===== src/rtl/hamming_pkg.sv =====
// Shared definitions for the Hamming(12,8) receive path:
// FSM encodings, syndrome function and data-bit extraction.
package hamming_pkg;

    typedef enum logic [1:0] {
        ST_IDLE = 2'd0,
        ST_DEC  = 2'd1,
        ST_OUT  = 2'd2
    } state_t;

    // Syndromes at or above this value cannot map to a bit position.
    localparam logic [3:0] SYN_UNCORR_MIN = 4'd13;

    // syn equals the 1-based position of a single flipped bit.
    function automatic logic [3:0] syndrome(input logic [11:0] cw);
        logic g0, g1, g2, g3;
        g0 = cw[10] ^ cw[8] ^ cw[6] ^ cw[4] ^ cw[2] ^ cw[0];
        g1 = cw[10] ^ cw[9] ^ cw[6] ^ cw[5] ^ cw[2] ^ cw[1];
        g2 = cw[11] ^ cw[6] ^ cw[5] ^ cw[4] ^ cw[3];
        g3 = cw[11] ^ cw[10] ^ cw[9] ^ cw[8] ^ cw[7];
        return {g3, g2, g1, g0};
    endfunction

    // Parity lives at bits 0,1,3,7; the rest carry the byte.
    function automatic logic [7:0] extract(input logic [11:0] cw);
        return {cw[11], cw[10], cw[9], cw[8],
                cw[6], cw[5], cw[4], cw[2]};
    endfunction

endpackage


===== src/rtl/hamming_rx_ctrl_decoder.sv =====
// Registered Hamming(12,8) corrector.
// Uncorrectable syndromes yield a zero byte.
module hamming_decoder
    import hamming_pkg::*;
(
    input  logic        clk,
    input  logic        arst,
    input  logic [11:0] data,
    output logic [7:0]  q
);

    logic [3:0]  syn;
    logic [11:0] fixed;
    logic [7:0]  d;

    // Flip the bit the syndrome points at, then pull out the byte.
    always_comb begin
        syn   = syndrome(data);
        fixed = data;
        d     = 8'h00;
        if (syn < SYN_UNCORR_MIN) begin
            for (int i = 0; i < 12; i++) begin
                if (syn == 4'(i + 1)) fixed[i] = ~data[i];
            end
            d = extract(fixed);
        end
    end

    // Output register; input is held steady by the controller.
    always_ff @(posedge clk or posedge arst) begin
        if (arst) q <= 8'h00;
        else      q <= d;
    end

endmodule


===== src/rtl/hamming_rx_ctrl.sv =====
// Hamming(12,8) receive controller: accept, decode, present,
// and keep saturating statistics of delivered bytes.
module hamming_rx_ctrl
    import hamming_pkg::*;
#(
    parameter int CNT_W = 16
) (
    input  logic             clk,
    input  logic             arst_n,
    input  logic [11:0]      s_data,
    input  logic             s_valid,
    output logic             s_ready,
    output logic [7:0]       m_data,
    output logic             m_valid,
    input  logic             m_ready,
    output logic             m_corr,
    output logic             m_err,
    input  logic             clr_cnt,
    output logic [CNT_W-1:0] cnt_total,
    output logic [CNT_W-1:0] cnt_corr,
    output logic [CNT_W-1:0] cnt_err,
    output logic             busy
);

    state_t      state_q;
    state_t      state_d;
    logic [11:0] cw_q;
    logic [3:0]  syn_q;
    logic        hs;

    function automatic logic [CNT_W-1:0] sat_inc(
        input logic [CNT_W-1:0] v,
        input logic             en
    );
        if (en && !(&v)) return v + {{(CNT_W-1){1'b0}}, 1'b1};
        return v;
    endfunction

    // Next-state and handshake outputs.
    always_comb begin
        state_d = state_q;
        s_ready = 1'b0;
        m_valid = 1'b0;
        unique case (state_q)
            ST_IDLE: begin
                s_ready = 1'b1;
                if (s_valid) state_d = ST_DEC;
            end
            ST_DEC: begin
                state_d = ST_OUT;
            end
            ST_OUT: begin
                m_valid = 1'b1;
                if (m_ready) state_d = ST_IDLE;
            end
            default: begin
                state_d = ST_IDLE;
            end
        endcase
    end

    // State register.
    always_ff @(posedge clk or negedge arst_n) begin
        if (!arst_n) state_q <= ST_IDLE;
        else         state_q <= state_d;
    end

    // Codeword capture; held until the byte leaves OUT.
    always_ff @(posedge clk or negedge arst_n) begin
        if (!arst_n)                            cw_q <= 12'h000;
        else if (state_q == ST_IDLE && s_valid) cw_q <= s_data;
    end

    // Syndrome registered in DEC so it lines up with m_data.
    always_ff @(posedge clk or negedge arst_n) begin
        if (!arst_n)                 syn_q <= 4'h0;
        else if (state_q == ST_DEC)  syn_q <= syndrome(cw_q);
    end

    assign busy   = (state_q != ST_IDLE);
    assign hs     = m_valid && m_ready;
    assign m_corr = m_valid && (syn_q != 4'h0)
                    && (syn_q < SYN_UNCORR_MIN);
    assign m_err  = m_valid && (syn_q >= SYN_UNCORR_MIN);

    // Saturating statistics; clear wins over a handshake.
    always_ff @(posedge clk or negedge arst_n) begin
        if (!arst_n) begin
            cnt_total <= '0;
            cnt_corr  <= '0;
            cnt_err   <= '0;
        end else if (clr_cnt) begin
            cnt_total <= '0;
            cnt_corr  <= '0;
            cnt_err   <= '0;
        end else if (hs) begin
            cnt_total <= sat_inc(cnt_total, 1'b1);
            cnt_corr  <= sat_inc(cnt_corr, m_corr);
            cnt_err   <= sat_inc(cnt_err, m_err);
        end
    end

    hamming_decoder u_dec (
        .clk  (clk),
        .arst (~arst_n),
        .data (cw_q),
        .q    (m_data)
    );

endmodule


===== config.mk =====
export PLATFORM = sky130hd
export DESIGN_NAME = hamming_rx_ctrl
export DESIGN_NICKNAME = d
export VERILOG_FILES = /design/src/rtl/hamming_pkg.sv /design/src/rtl/hamming_rx_ctrl_decoder.sv /design/src/rtl/hamming_rx_ctrl.sv
export SDC_FILE = /design/constraint.sdc
export NUM_CORES = 1
export LEC_CHECK = 0
export CAP_MARGIN = 20
export CELL_PAD_IN_SITES_DETAIL_PLACEMENT = 0
export CELL_PAD_IN_SITES_GLOBAL_PLACEMENT = 1
export CORE_UTILIZATION = 43
export CTS_CLUSTER_SIZE = 10
export DETAILED_ROUTE_END_ITERATION = 6
export GPL_ROUTABILITY_DRIVEN = 0
export PLACE_DENSITY = 0.95
export SYNTH_ARGS = -nofsm -noshare
export SYNTH_HDL_FRONTEND = slang
export SYNTH_SLANG_ARGS = --single-unit

===== constraint.sdc =====
create_clock -name clk -period 4.8 [get_ports clk]
set_input_delay 0.72 -clock clk [delete_from_list [all_inputs] [get_ports clk]]
set_output_delay 0.72 -clock clk [all_outputs]
set_load 0.02 [all_outputs]

* Word level (Yosys, flattened, before mapping) *
Cells that the tools add are included.

storage, ports and cells
  word-level logic and storage cells = 109
  register bits after elaboration = 74
  bits of input ports = 17

cells by class
  eq/ne operators = 12
  reductions and logical operators = 23
  add/subtract/negate cells = 3
  muxes and demuxes = 35
  bitwise logic cells = 26
  $lt $le $gt $ge = 3

operator list
  operator               number
  $mux 16                12
  $add 16x1->16 const B  3
  $reduce_and 16->1      3
  $mux 1                 19
  $xor 1x1->1            18
  $eq 4x4->1 const B     4
  $eq 4x3->1 const B     3
  $reduce_bool 2->1      5
  $lt 4x4->1 const B     2
  $mux 8                 1
  $not 1->1              8
  $reduce_and 2->1       4
  $logic_and 1x1->1      7
  $pmux 2 s3             1
  $eq 4x2->1 const B     1
  $ge 4x4->1 const B     1
  $mux 2                 2
  $ne 2x2->1 const B     2
  $reduce_bool 4->1      1
  $eq 2x1->1 const B     1
  $eq 2x2->1 const B     1
  $logic_not 1->1        2
  $logic_not 2->1        1

* Longest topological paths before layout *
Gate-level depths: netlist of the first run.

  depth after elaboration = 11
  depth in mapped cells = 7
  mapped depth without buffers = 6

* Modules after synthesis *
A second synthesis of the first run with hierarchy kept.

second synthesis, totals
  cells, all modules = 418
  area total of the unflattened synthesis = 4215.3 um2

modules (own cells, without submodules)
  module           instances  cells an instance  area an instance (um2)
  hamming_rx_ctrl  1          349                3500.9
  hamming_decoder  1          69                 714.4

* Least setup slack after synthesis of the first run *
OpenSTA, ideal clock, no wires.

  path type = input to register
  start = in m_ready
  end = reg cnt_corr[13]
  stages on the path = 6
  required time = 4722 ps
  buffers on the path = 1
  path slack = 2493 ps
  data arrival time = 2229 ps
  cell sequence = nand3b_1 -> or3_1 -> buf_6 -> a211o_4 -> or4_1 -> a21oi_1

between the ends
  word-level cells in the longest chain between the ends = 3

RTL lines
  item                         line                   text
  from (decl)                  hamming_rx_ctrl.sv:15  input logic m_ready,
  $logic_and 1x1->1            hamming_rx_ctrl.sv:81  assign hs = m_valid && m_ready;
  $reduce_bool 2->1 (no line)  --
  $reduce_and 2->1 (no line)   --
  to (signal assigned)         hamming_rx_ctrl.sv:98  cnt_corr <= sat_inc(cnt_corr, m_corr);
  to (decl)                    hamming_rx_ctrl.sv:20  output logic [CNT_W-1:0] cnt_corr,

No other way between the ends.
A chain may end at the register's enable or synchronous reset.

* Worst setup path after layout of the first run *
  start = reg syn_q[0]
  end = out m_corr

between the ends
  word-level cells in the longest chain between the ends = 3
  elaborated cells between the ends (all ways) = 4
  those cells by class = order compare: 1; reduce/logical: 3

RTL lines
  item                                                                line                   text
  from (decl)                                                         hamming_rx_ctrl.sv:28  logic [3:0] syn_q;
  from (signal assigned)                                              hamming_rx_ctrl.sv:77  else if (state_q == ST_DEC) syn_q <= syndrome(cw_q);
  parallel branches: the longest is 2 deep, another holds $lt 4x4->1  --
  $logic_and 1x1->1 *                                                 hamming_rx_ctrl.sv:83  && (syn_q < SYN_UNCORR_MIN);
  to (decl)                                                           hamming_rx_ctrl.sv:16  output logic m_corr,

Every way passes the cells marked *.

==> results.sh, run 1 <==
export IMPL_async_flop_share=1.00
export IMPL_setup_viol=0
export IMPL_ctsHoldBuffers=0
export IMPL_clock_fmax_ghz=0.362
export IMPL_dp_slack_ps=1670
export IMPL_grt_ovfl_total=0
export IMPL_diodes=0
export IMPL_drtAntennaViolNets=0
export IMPL_root_buffer="clkbuf_8"
export IMPL_clock_latency_ps=350
export IMPL_core_mm2=0.00876
export IMPL_status="completed"
export IMPL_netlist_area_mm2=0.00391
export IMPL_cts_resized_gates=0
export IMPL_drtIter0Drc=131
export IMPL_hpwlAfterDp_mm=6.27
export IMPL_worstReg2RegEnd="cnt_corr[13]$_DFFE_PN0P_"
export IMPL_crit_start="syn_q[0]$_DFFE_PN0N_"
export IMPL_synth_ff_type="dfrtp_1"
export IMPL_worst_slew_pin_slew_ps=831
export IMPL_grt_pass1_vias=3094
export IMPL_wl_mm=8.71
export IMPL_cts_made_buffers=9
export IMPL_wire_per_inst_um=15.1
export IMPL_r2r_start="state_q[0]$_DFFE_PN0P_"
export IMPL_synth_edff_count=0
export IMPL_ff2ff_path_depth=5
export IMPL_slew_violations=0
export IMPL_rsz0062_at_grt="false"
export IMPL_die_h_um=97.4
export IMPL_leakagePower_nw=1.99
export IMPL_slew_headroom=0.446
export IMPL_start_util=0.447
export IMPL_critPathMaxFanout=4
export IMPL_ys_types=53
export IMPL_antenna_found_initial=0
export IMPL_fp_dieW_um=97.4
export IMPL_drive_above_1_share=0.0878
export IMPL_ys_ff_latch=74
export IMPL_layout_nets=482
export IMPL_whs_ps=471
export IMPL_synth_seq_area_share=0.473
export IMPL_vdd_drop_max_uv=533
export IMPL_fin_crit_ps=2760
export IMPL_crit_required_ps=4080
export IMPL_avgSynthCellArea_um2=10.1
export IMPL_dr_pass1_iters=4
export IMPL_start_kind="flop"
export IMPL_cts_buffer_depth=2
export IMPL_layout_common_cells="76 x clkdlybuf4s50_1, 74 x dfrtp_1, 48 x nor2_1"
export IMPL_viasPerCell=5.54
export IMPL_post_route_drc_count=0
export IMPL_dp_cells=559
export IMPL_hold_class="input pin to async pin"
export IMPL_grtUsageTotal=0.191
export IMPL_reg2reg_slack_ps=2460
export IMPL_post_route_period_util=0.576
export IMPL_skew_ps=11.2
export IMPL_critical_path_class="flop to output pin"
export IMPL_cts_sinks=74
export IMPL_vias=3187
export IMPL_finalHoldViolations=0
export IMPL_cts_tree="built"
export IMPL_crit_arrival_ps=2040
export IMPL_final_cells=575
export IMPL_htreeDepth=3
export IMPL_grt_pass1_wl_mm=14.9
export IMPL_setup_tns_ps=0
export IMPL_yosysWarnings=0
export IMPL_maxCapViolations=0
export IMPL_die_area_mm2=0.00949
export IMPL_powerDensity_mw_per_mm2=596
export IMPL_syn_nets=407
export IMPL_fin_ws_ps=2040
export IMPL_cts_setup_buffers=0
export IMPL_grt_max_degree=39
export IMPL_cp_end_kind="output pin"
export IMPL_final_common_cell="clkdlybuf4s50_1"
export IMPL_port_buffer_count=77
export IMPL_clk_pin_slew_worst_paths_ps=80
export IMPL_area_delta_synth_final_pct=26.2
export IMPL_synthCells=387
export IMPL_num_io_pins=78
export IMPL_num_rows=34
[logic make-up after synthesis]
| kind of cell | count (synthesis) | synth area share |
|---|---|---|
| AOI/OAI and AO/OA | 56 | 0.0972 |
| xor gates and xnor gates | 46 | 0.121 |
| buffers and inverters | 22 | 0.0230 |
| and+or+nand+nor | 169 | 0.229 |
| DFF | 74 | 0.473 |
| muxes | 17 | 0.0476 |
| adders and majority gates | 3 | 0.00959 |
[synthesized netlist by cell type (all sizes together), types with 3 or more instances]
| cell type | number | area share |
|---|---|---|
| dfrtp | 74 | 0.47 |
| or3 | 8 | 0.013 |
| a21oi | 15 | 0.019 |
| nor2 | 48 | 0.046 |
| and3 | 5 | 0.0083 |
| nand2 | 20 | 0.019 |
| nand3b | 3 | 0.0058 |
| or2 | 4 | 0.0064 |
| o21ai | 13 | 0.017 |
| a211o | 3 | 0.0090 |
| xnor2 | 31 | 0.069 |
| and4 | 3 | 0.0067 |
| nand2b | 4 | 0.0064 |
| o31ai | 5 | 0.0096 |
| xor2 | 10 | 0.022 |
| nand3 | 22 | 0.028 |
| inv | 7 | 0.0067 |
| mux2i | 4 | 0.010 |
| a22o | 3 | 0.0067 |
| nor4b | 4 | 0.0090 |
| clkbuf | 12 | 0.012 |
| nor3 | 12 | 0.015 |
| and2 | 3 | 0.0048 |
| xnor3 | 4 | 0.023 |
| ha | 3 | 0.0096 |
| nand4 | 11 | 0.019 |
| mux2 | 13 | 0.037 |
| nor4 | 13 | 0.021 |
| buf | 3 | 0.0048 |
[state kept, by name (all words and copies together), names as in the netlist]
name,flops
cnt_corr,16
cnt_err,16
cnt_total,16
cw_q,12
state_q,2
syn_q,4
u_dec.q,8
[cell type report]
type / instances / area, µm²
multi-input combinational: 291 / 1970
timing repair buffer: 79 / 781
clock inverter: 5 / 30.0
inverter: 7 / 26.3
sequential: 74 / 1850
clock buffer: 11 / 141
fill: 786 / 3830
tap: 108 / 135
[where the power goes]
part	switching (mW)	leakage (nW)	total (mW)	internal, mW
combinational	0.875	0.921	1.63	0.760
clock	0.233	0.0851	0.432	0.199
sequential	0.115	0.981	0.874	0.758
total	1.22	1.99	2.94	1.72
[worst max path at each step]
stage                     cells after the start                        to  slack [ps]
after global placement                        6  cnt_corr[13]$_DFFE_PN0P_        1770
after CTS                                     3                    m_corr        2030
after detailed placement                      6  cnt_corr[13]$_DFFE_PN0P_        1670
after floorplan                               6  cnt_corr[13]$_DFFE_PN0P_        2490
after global routing                          6  cnt_corr[10]$_DFFE_PN0P_        1910
final                                         3                    m_corr        2040
[through the flow]
stage | power [mW] | instance area (µm²) | utilization
global placement | 2.48 | 4770 | 0.544
global route | 3.16 | 4940 | 0.563
CTS | 2.94 | 4940 | 0.563
floorplan | 2.16 | 3910 | -
detailed placement | 2.49 | 4770 | 0.544
finish | 2.94 | 4940 | 0.563
[layer usage]
layer	vias to the layer above	part of all wire	GRT usage
li1	1540	-	-
met1	1557	0.47	0.262
met2	82	0.47	0.300
met3	8	0.050	0.0446
met4	0	0.0096	0.0577
met5	-	0	0
[critical path: stages (launching register included)]
cell	delay [ps]
dfrtp_1	410
nor4_1	610
nor3_1	90
clkdlybuf4s50_1	600
No activity file was read; power rests on OpenSTA's default activity.
==> inputs of run 2 (changes only) <==
Settings changed: CORE_UTILIZATION 43 to 40, PLACE_DENSITY 0.95 to 0.9.
Clock period 4.8 ns to 2.6 ns, I/O delays scaled along.
==> run 2 against run 1 <==
Power rose by 93%. Via count rose by 2.1%. Combinational power rose by 86%. Cell count rose by 5.0%. Highest routed layer unchanged.
==> results.sh, run 2 (synthesized netlist as in run 1, its figures left out) <==
export IMPL_status="completed"
export IMPL_setup_tns_ps=0
export IMPL_clock_fmax_ghz=0.438
export IMPL_rsz0062_at_grt="false"
export IMPL_fin_crit_ps=2280
export IMPL_slew_headroom=0.467
export IMPL_post_route_drc_count=0
export IMPL_dr_pass1_iters=4
export IMPL_grt_pass1_wl_mm=14.5
export IMPL_cts_made_buffers=9
export IMPL_hold_class="input pin to async pin"
export IMPL_worst_slew_pin_slew_ps=794
export IMPL_area_delta_synth_final_pct=30.1
export IMPL_drtAntennaViolNets=0
export IMPL_vdd_drop_max_uv=1230
export IMPL_grt_max_degree=75
export IMPL_cp_end_kind="output pin"
export IMPL_drtIter0Drc=108
export IMPL_slew_violations=0
export IMPL_num_rows=35
export IMPL_critPathMaxFanout=5
export IMPL_grt_ovfl_total=0
export IMPL_num_io_pins=78
export IMPL_crit_arrival_ps=1890
export IMPL_cts_buffer_depth=2
export IMPL_wl_mm=8.65
export IMPL_grt_pass1_vias=3079
export IMPL_finalHoldViolations=0
export IMPL_cts_setup_buffers=0
export IMPL_reg_largest_list="cnt_corr x16, cnt_err x16, cnt_total x16"
export IMPL_reg2reg_slack_ps=440
export IMPL_die_area_mm2=0.0102
export IMPL_start_util=0.418
export IMPL_core_mm2=0.00937
export IMPL_vias=3253
export IMPL_cts_sinks=74
export IMPL_placed_area_mm2=0.00486
export IMPL_skew_ps=14.8
export IMPL_dp_cells=588
export IMPL_final_common_cell="clkdlybuf4s50_1"
export IMPL_critical_path_class="flop to output pin"
export IMPL_diodes=0
export IMPL_layout_nets=490
export IMPL_port_buffer_count=77
export IMPL_die_h_um=101
export IMPL_layout_common_cells="76 x clkdlybuf4s50_1, 74 x dfrtp_1, 48 x nor2_1"
export IMPL_clock_latency_ps=350
export IMPL_ctsHoldBuffers=0
export IMPL_start_kind="flop"
export IMPL_maxCapViolations=0
export IMPL_clk_pin_slew_worst_paths_ps=80
export IMPL_hpwlAfterDp_mm=6.16
export IMPL_final_cells=604
export IMPL_drive_above_1_share=0.103
export IMPL_stdcell_area_mm2=0.00509
export IMPL_grtUsageTotal=0.181
export IMPL_setup_viol=0
export IMPL_viasPerCell=5.39
export IMPL_post_route_period_util=0.878
export IMPL_leakagePower_nw=2.06
export IMPL_fp_dieW_um=101
export IMPL_crit_required_ps=2210
export IMPL_htreeDepth=3
export IMPL_root_buffer="clkbuf_8"
export IMPL_antenna_found_initial=0
export IMPL_wire_per_inst_um=14.3
export IMPL_cts_tree="built"
export IMPL_powerDensity_mw_per_mm2=1110
export IMPL_cts_resized_gates=0
==> run 2: cell count changes in the layout (fill, tap and decap cells not counted), sizes merged <==
cell	change
buf	+8
bufinv	+2
clkinvlp	-2
clkbuf	+1
clkinv	-1
==> run 2: critical path, stage by stage, from the launching register on <==
cell and delay (ps):
dfrtp_1 410, o211a_1 300, nor3_1 200, clkdlybuf4s50_1 640
==> run 2: report_power, final <==
part | total [mW] | switching, mW | internal (mW) | leakage [nW]
Combinational | 3.03 | 1.60 | 1.43 | 0.966
Clock | 1.02 | 0.428 | 0.594 | 0.117
Sequential | 1.62 | 0.216 | 1.40 | 0.981
Total | 5.67 | 2.25 | 3.42 | 2.06
==> run 2: per-stage QoR <==
stage | hold WS [ps] | power (mW) | worst slack [ps] | utilization
after floorplan | 94.4 | 3.98 | 515 | -
after global placement | 449 | 4.61 | 282 | 0.519
after detailed placement | 457 | 4.66 | 231 | 0.519
after CTS | 80.8 | 5.72 | 285 | 0.544
after global routing | 92.4 | 6.08 | 204 | 0.544
final | 68.4 | 5.67 | 317 | 0.544
==> run 2: worst paths after layout <==
check,cells after the start,to,from
max in group asynchronous,2,cnt_corr[5]$_DFFE_PN0P_,arst_n
max reg2reg,5,u_dec.q[0]$_DFF_PN0_,cw_q[6]$_DFFE_PN0P_
max,3,m_corr,syn_q[0]$_DFFE_PN0N_
min reg2reg,1,cw_q[7]$_DFFE_PN0P_,cw_q[7]$_DFFE_PN0P_
min,2,cnt_total[7]$_DFFE_PN0P_,arst_n
min in group clk,1,cw_q[7]$_DFFE_PN0P_,cw_q[7]$_DFFE_PN0P_
==> run 2: routing by layer <==
| layer | part of all wire | routed length (µm) | global-route usage |
|---|---|---|---|
| met1 | 0.45 | 3870 | 0.236 |
| met2 | 0.48 | 4150 | 0.296 |
| met3 | 0.063 | 543 | 0.0451 |
| met4 | 0.0098 | 85 | 0.0546 |
| met5 | 0 | 0 | 0 |
==> run 2: area by class of cell <==
type,instances,area [µm²]
Tap cell,129,161
Timing Repair Buffer,87,853
Sequential cell,74,1850
Inverter,7,26.3
Clock buffer,12,155
Multi-Input combinational cell,291,1970
Clock inverter,4,73.8
Fill cell,846,4280
==> inputs of run 3 (changes only) <==
Settings changed: CORE_UTILIZATION 40 to 41, CTS_BUF_LIST from default to sky130_fd_sc_hd__clkbuf_2, PLACE_DENSITY 0.9 to 0.92.
==> run 3 against run 2 <==
Clock skew grew 4.9 ps. Global-route usage increased by 0.051 points. Count of clock-buffer cells in the layout decreased by 2. Flip-flop and latch count did not move. Register-to-register slack better by 20 ps. Sequential power barely moved. Die area down 2.4%.
==> results.sh, run 3 (synthesized netlist as in run 1, its figures left out) <==
export IMPL_status="completed"
export IMPL_maxCapViolations=0
export IMPL_total_power_mw=5.34
export IMPL_dr_pass1_iters=4
export IMPL_layout_nets=491
export IMPL_area_delta_synth_final_pct=28.0
export IMPL_port_buffer_count=77
export IMPL_post_route_period_util=0.913
export IMPL_num_io_pins=78
export IMPL_cts_buffer_depth=2
export IMPL_wl_mm=8.58
export IMPL_worst_slew_pin_slew_ps=746
export IMPL_antenna_found_initial=0
export IMPL_powerDensity_mw_per_mm2=1070
export IMPL_skew_ps=19.7
export IMPL_fin_util=0.542
export IMPL_critical_path_class="flop to output pin"
export IMPL_cp_endpoint="m_err"
export IMPL_htreeDepth=3
export IMPL_drtAntennaViolNets=0
export IMPL_hpwlAfterDp_mm=6.22
export IMPL_cts_made_buffers=9
export IMPL_clock_latency_ps=490
export IMPL_cts_tree="built"
export IMPL_ff2ff_path_depth=5
export IMPL_slew_headroom=0.499
export IMPL_crit_required_ps=2210
export IMPL_fp_dieW_um=99.7
export IMPL_setup_viol=0
export IMPL_leakagePower_nw=2.05
export IMPL_slew_violations=0
export IMPL_diodes=0
export IMPL_crit_arrival_ps=1980
export IMPL_wire_per_inst_um=14.2
export IMPL_root_buffer="clkbuf_2"
export IMPL_dp_slack_ps=234
export IMPL_hold_class="input pin to async pin"
export IMPL_post_route_drc_count=0
export IMPL_grt_max_degree=35
export IMPL_crit_start="syn_q[0]$_DFFE_PN0N_"
export IMPL_final_cells=605
export IMPL_grt_pass1_vias=3041
export IMPL_setup_tns_ps=0
export IMPL_grt_ovfl_total=0
export IMPL_reg_largest_list="cnt_corr x16, cnt_err x16, cnt_total x16"
export IMPL_dp_cells=588
export IMPL_layout_common_cells="75 x clkdlybuf4s50_1, 74 x dfrtp_1, 48 x nor2_1"
export IMPL_viasPerCell=5.31
export IMPL_worstReg2RegEnd="cnt_corr[13]$_DFFE_PN0P_"
export IMPL_clk_pin_slew_worst_paths_ps=200
export IMPL_drive_above_1_share=0.101
export IMPL_final_common_cell="clkdlybuf4s50_1"
export IMPL_finalHoldViolations=0
export IMPL_critPathMaxFanout=5
export IMPL_rsz0062_at_grt="false"
export IMPL_fin_crit_ps=2370
export IMPL_clock_fmax_ghz=0.421
export IMPL_grtUsageTotal=0.181
export IMPL_vias=3214
export IMPL_num_rows=35
export IMPL_reg2reg_slack_ps=460
export IMPL_start_util=0.424
export IMPL_start_kind="flop"
export IMPL_drtIter0Drc=122
export IMPL_fin_ws_ps=226
export IMPL_grt_pass1_wl_mm=14.3
export IMPL_r2r_start="syn_q[0]$_DFFE_PN0N_"
export IMPL_core_mm2=0.00924
export IMPL_die_area_mm2=0.00994
export IMPL_die_h_um=99.7
export IMPL_vdd_drop_max_uv=1250
export IMPL_stdcell_area_mm2=0.00501
export IMPL_cp_end_kind="output pin"
export IMPL_whs_ps=391
export IMPL_nFillCells=816
export IMPL_cts_sinks=74
export IMPL_cts_setup_buffers=0
export IMPL_placed_area_mm2=0.00486
-- run 3: cell types whose count changed in the layout (fill, tap and decap cells not counted) --
cell             delta
dlymetal6s2s_1      +1
dlygate4sd3_1       +1
clkbuf_1            -1
clkbuf_8           -11
clkbuf_2           +10
clkdlybuf4s50_1     -1
clkinv_1            +2
-- run 3: area by class of cell --
cell class / count / area (µm²) / share of cell area
inverter: 7 / 26.3 / 0.00525
clock inverter: 6 / 81.3 / 0.0162
clock buffer: 10 / 50.0 / 0.00999
timing repair buffer: 88 / 866 / 0.173
tap: 129 / 161 / 0.0322
sequential: 74 / 1850 / 0.370
multi-input combinational: 291 / 1970 / 0.394
-- run 3: routing by layer --
layer	vias up	GRT usage	wire length [µm]
met5	-	0	0
met4	0	0.0452	63
met3	10	0.0562	441
met2	82	0.305	4150
met1	1556	0.226	3920
li1	1566	-	-
-- run 3: power breakdown --
group	internal (mW)	switching, mW
clock	0.317	0.388
combinational	1.42	1.60
sequential	1.40	0.208
-- run 3: critical path, cell delays in order, from the launching register on --
cell and delay, ps:
dfrtp_1 440, o211ai_1 430, nor2_1 80, clkdlybuf4s50_1 550
-- run 3: how the worst min path moves through the flow --
stage | start | end | slack, ps
3_3_place_gp | arst_n | cnt_total[7]$_DFFE_PN0P_ | 420
6_report | arst_n | cnt_total[15]$_DFFE_PN0P_ | 390
5_1_grt | arst_n | cnt_total[2]$_DFFE_PN0P_ | 360
4_1_cts | arst_n | cnt_total[7]$_DFFE_PN0P_ | 360
3_5_place_dp | arst_n | cnt_total[7]$_DFFE_PN0P_ | 430
2_1_floorplan | arst_n | cnt_corr[0]$_DFFE_PN0P_ | 90
-- run 3: what timing repair did --
action                                 CTS  global route
endpoints found under the hold margin   25             0
hold buffers                             1             0
setup endpoints to repair                0             1
resized for setup                        0             1
